===== src/rtl/bcd_countdown.sv =====
// Two-digit BCD countdown timer (99..00) with a one-second prescaler and
// start/pause/load controls; digits feed seven-segment decoders directly.
module bcd_countdown #(
  parameter int TICKS_PER_SEC = 50_000_000
) (
  input  logic       clk,
  input  logic       rst_n,
  input  logic       start,
  input  logic       pause,
  input  logic       load,
  input  logic [3:0] load_tens,
  input  logic [3:0] load_units,
  output logic [3:0] tens,
  output logic [3:0] units,
  output logic       running,
  output logic       done
);

  localparam int PW = $clog2(TICKS_PER_SEC);
  localparam logic [PW-1:0] PRESC_MAX = PW'(TICKS_PER_SEC - 1);

  typedef enum logic [1:0] {
    IDLE   = 2'd0,
    RUN    = 2'd1,
    PAUSED = 2'd2,
    DONE   = 2'd3
  } state_e;

  state_e        state_q, state_d;
  logic [3:0]    tens_q, tens_d;
  logic [3:0]    units_q, units_d;
  logic [PW-1:0] presc_q, presc_d;
  logic          running_q, running_d;
  logic          done_q, done_d;

  logic          zero_s;
  logic          step_s;
  logic          wrap_s;
  logic          tick_s;
  logic          last_s;
  logic [3:0]    dec_tens_s;
  logic [3:0]    dec_units_s;

  function automatic logic [3:0] sat_digit(input logic [3:0] d);
    return (d > 4'd9) ? 4'd9 : d;
  endfunction

  // Next-state, prescaler and digit update logic.
  always_comb begin
    state_d     = state_q;
    tens_d      = tens_q;
    units_d     = units_q;
    presc_d     = presc_q;
    step_s      = 1'b0;
    zero_s      = (tens_q == 4'd0) && (units_q == 4'd0);
    last_s      = (tens_q == 4'd0) && (units_q == 4'd1);
    dec_units_s = (units_q != 4'd0) ? (units_q - 4'd1) : 4'd9;
    dec_tens_s  = (units_q != 4'd0) ? tens_q : (tens_q - 4'd1);

    if (load && (state_q != RUN)) begin
      tens_d  = sat_digit(load_tens);
      units_d = sat_digit(load_units);
      presc_d = '0;
      state_d = (state_q == PAUSED) ? PAUSED : IDLE;
    end else begin
      case (state_q)
        IDLE, PAUSED: begin
          if (start && zero_s) begin
            state_d = DONE;
          end else if (start) begin
            state_d = RUN;
            // The resume cycle counts as a running cycle so the held phase is preserved.
            step_s  = (state_q == PAUSED);
          end else begin
            state_d = state_q;
          end
        end
        RUN: begin
          step_s  = 1'b1;
          state_d = pause ? PAUSED : RUN;
        end
        DONE:    state_d = DONE;
        default: state_d = IDLE;
      endcase
    end

    wrap_s  = (presc_q == PRESC_MAX);
    tick_s  = step_s && wrap_s;
    presc_d = step_s ? (wrap_s ? '0 : (presc_q + PW'(1))) : presc_d;
    tens_d  = tick_s ? dec_tens_s  : tens_d;
    units_d = tick_s ? dec_units_s : units_d;
    // Reaching 00 overrides a coincident pause.
    state_d = (tick_s && last_s) ? DONE : state_d;

    running_d = (state_d == RUN);
    done_d    = (state_d == DONE);
  end

  // State, digit, prescaler and output registers.
  always_ff @(posedge clk or negedge rst_n) begin
    if (!rst_n) begin
      state_q   <= IDLE;
      tens_q    <= 4'd0;
      units_q   <= 4'd0;
      presc_q   <= '0;
      running_q <= 1'b0;
      done_q    <= 1'b0;
    end else begin
      state_q   <= state_d;
      tens_q    <= tens_d;
      units_q   <= units_d;
      presc_q   <= presc_d;
      running_q <= running_d;
      done_q    <= done_d;
    end
  end

  assign tens    = tens_q;
  assign units   = units_q;
  assign running = running_q;
  assign done    = done_q;

endmodule


===== config.mk =====
export PLATFORM = sky130hd
export DESIGN_NAME = bcd_countdown
export DESIGN_NICKNAME = d
export VERILOG_FILES = /design/src/rtl/bcd_countdown.sv
export SDC_FILE = /design/constraint.sdc
export NUM_CORES = 1
export LEC_CHECK = 0
export BUFFER_PORTS_ARGS = -buffer_cell sky130_fd_sc_hd__buf_2
export CORE_MARGIN = 2
export CORE_UTILIZATION = 59
export CTS_CLUSTER_DIAMETER = 200
export DETAILED_ROUTE_END_ITERATION = 10
export PLACE_DENSITY_LB_ADDON = 0.2
export SYNTH_ARGS = -nofsm -noshare
export SYNTH_HDL_FRONTEND = slang
export SYNTH_SLANG_ARGS = --single-unit

===== constraint.sdc =====
create_clock -name clk -period 2.4 [get_ports clk]
set_clock_uncertainty 0.05 [all_clocks]
set_input_delay 0.24 -clock clk [delete_from_list [all_inputs] [get_ports clk]]
set_output_delay 0.24 -clock clk [all_outputs]
set_load 0.01 [all_outputs]

==> flow_summary_export.csv <==
group,metric,value,unit
power,p_per_area,788,nW/um^2
layout,final_nets,305,
layout,mostFrequentLayoutCells,"dfrtp_1, nand2_1, buf_2",
sta,setup_viol,0,
layout,regArea,951,sq um
logic_synthesis,syn_inst,260,
route,wl,5560,um
logic_synthesis,yosysTopAreaCell,"dfrtp_1",
sta,rsz0062_at_grt,"no",
critical_path,crit_top_cell,"a21o_1",
logic_synthesis,synth-seq-cells,38,
logic_synthesis,synth_area,2390,sq um
critical_path,startpoint_type,"flop",
layout,drive_gt1_frac,0.216,
critical_path,slowest_stage,"dfrtp_1",
sta,hold_viol_final,21,
die,core,3940,sq um
critical_path,max_stage_delay,0.42,ns
layout,antenna_cells,0,
sta,fin_ws,0.109,ns
sta,fin_crit_sh,0.955,
layout,multiInputGateArea,1400,sq um
grt,antenna_found_initial,0,
layout,postLayoutCoreUtil,0.709,
critical_path,path_cells,"inv_1 -> ha_2 -> or3b_4 -> o21ai_4 -> a2bb2oi_2 -> buf_4 -> a21o_1 -> a21o_1",
grt,grt_max_degree,39,
sta,hold-worst-slack,-0.0127,ns
route,routedWlPerCell,16.3,um
sta,setup_tns,0,ns
grt,grt_pass1_vias,1983,
sta,drv_slew,0,
die,dieArea,4580,sq um
critical_path,path_class,"reg -> reg",
logic_synthesis,yosys_warnings,0,
run_status,failed_checks,"hold timing",
critical_path,crit_arrival,2.43,ns
critical_path,worstPathRequired,2.54,ns
grt,grt_overflow_total,0,
grt,grt_usage,0.270,
cts,numCtsBuffers,5,
placed_design,port_buffers,22,
route,drc_errors,0,
route,drt_iter0_drc,192,
die,rows,23,
critical_path,crit_fanout,13,
die,io-pin-count,23,
logic_synthesis,synth_edf_count,0,
cts,cts_hold_buf,0,
worst_hold_path,hp-class,"in -> async",
cts,insertion_delay,0.30,ns
logic_synthesis,async_flop_share,1.00,
logic_synthesis,syn_avg_cell_area,9.21,sq um
sta,clock.fmax,0.436,GHz
logic_synthesis,netlist.area_leader.share,0.397,
logic_synthesis,synthFlopType,"dfrtp_1",
placed_design,place_ws,-0.00634,ns
logic_synthesis,synth_seq_area_share,0.397,
placed_design,gp_congestion,0.795,
route,viasPerCell,6.34,
cts,htree_levels,2,
run,cap_violations,0,
cts,cts.sinks,38,
die,chipHeight,67.7,um
placed_design,hpwl,3830,um
layout,design_area,2800,sq um
logic_synthesis,syn-num-nets,275,
power,peakVddDrop,0.697,mV
cts,clockBufferDepth,2,
route,drtPass1Iterations,4,
placed_design,placed_area,2580,sq um
layout,syn_to_final_growth,16.8,%
die,die_width,67.7,um
route,ant_nets,0,
die,initial_core_util,0.607,
logic_synthesis,synthDistinctLibCells,58,
sta,worstMarginPinSlew,0.839,ns
cts,clk_pin_slew,0.08,ns
cts,cts_tree,"built",
layout,fillers,299,
power,leakagePower,1.18,nW
sta,slew_headroom,0.440,
run_status,status,"complete, but fails checks",
critical_path,crit_path_end_kind,"flop",
sta,period_needed,2.29,ns
grt,grt_pass1_wl,9220,um
cts,cts_root_buffer,"clkbuf_8",
logic_synthesis,synth_area_leaders,"dfrtp_1, nand2_1, o21ai_0",
route,dr_total_vias,2161,
layout,final_common_cell,"dfrtp_1",
-- Yosys cell counts, types with 3 or more instances --
library cell,number
a22o_1,7
mux2i_1,7
nand2_1,29
or3_1,3
and3_1,3
and2_1,8
nand4_1,9
o211ai_1,5
nor2b_1,4
dfrtp_1,38
nor4_1,5
a21o_1,4
inv_1,4
nand3_1,16
o21ai_1,4
nor2_1,10
a21oi_1,8
o21ai_0,17
clkbuf_1,6
nand2b_1,6
and4_1,4
nor3_1,12
buf_2,3
buf_6,3
-- sequential cells by signal, summed over array words and instances, names as in the netlist --
register	cells
units	4
tens	4
state_q	2
presc_q	26
done	1
running	1
-- report_power, final --
group	leakage, nW	switching, mW	total [mW]	internal (mW)
Combinational	0.600	0.415	0.715	0.299
Clock	0.0714	0.243	0.686	0.444
Sequential	0.513	0.0854	0.802	0.717
Total	1.18	0.744	2.20	1.46
-- cell families after synthesis --
kind of cell,synth area share
flops,0.397
fa+ha+maj,0.0105
mux,0.0340
compound gates,0.214
xor+xnor,0.0146
buf+inv,0.0361
simple gates,0.294
-- stage by stage --
step	cells	total power [mW]
floorplan	260	1.27
global placement	330	1.48
detailed placement	330	1.50
CTS	341	2.18
global route	341	2.32
finish	341	2.20
-- layout make-up --
cell class | count | share of cell area
Multi-Input combinational cell | 206 | 0.502
Sequential cell | 38 | 0.340
Clock buffer | 6 | 0.0295
Inverter | 4 | 0.00537
Clock inverter | 2 | 0.0215
Timing Repair Buffer | 35 | 0.0788
Tap cell | 50 | 0.0224
-- critical path: cells and delay by family, from the launching register on --
| kind | cells | cell delay [ns] |
|---|---|---|
| buffers and inverters | 2 | 0.34 |
| flip-flops | 1 | 0.42 |
| AO/OA/AOI/OAI | 4 | 0.77 |
| adder cells (fa/ha/maj) | 1 | 0.19 |
| AND/OR/NAND/NOR | 1 | 0.42 |
-- routing by layer --
layer	share of wire	track usage	up-vias	wire length (um)
met5	0	0	-	0
met4	0.015	0.0969	0	81
met3	0.045	0.0617	9	250
met2	0.48	0.431	50	2660
met1	0.46	0.358	1054	2570
li1	-	-	1048	-
-- timing repair --
action,4_1_cts,5_1_grt
setup buffers,3,0
setup endpoints to repair,2,18
pin swaps,1,1
resized for setup,0,8
-- final timing paths --
| path | from | end | slack, ns | depth (start not counted) |
|---|---|---|---|---|
| min in group clk | load_units[1] | units[1] | 0.12 | 3 |
| max in group asynchronous | rst_n | presc_q[7] | 1.78 | 1 |
| worst min register to register | presc_q[6] | presc_q[6] | 0.46 | 1 |
| worst max-delay path | tens[0] | presc_q[3] | 0.11 | 8 |
| worst min-delay path | rst_n | done | -0.01 | 1 |
| worst max register to register | tens[0] | presc_q[3] | 0.11 | 8 |
Power figures use the tool's default switching activity.
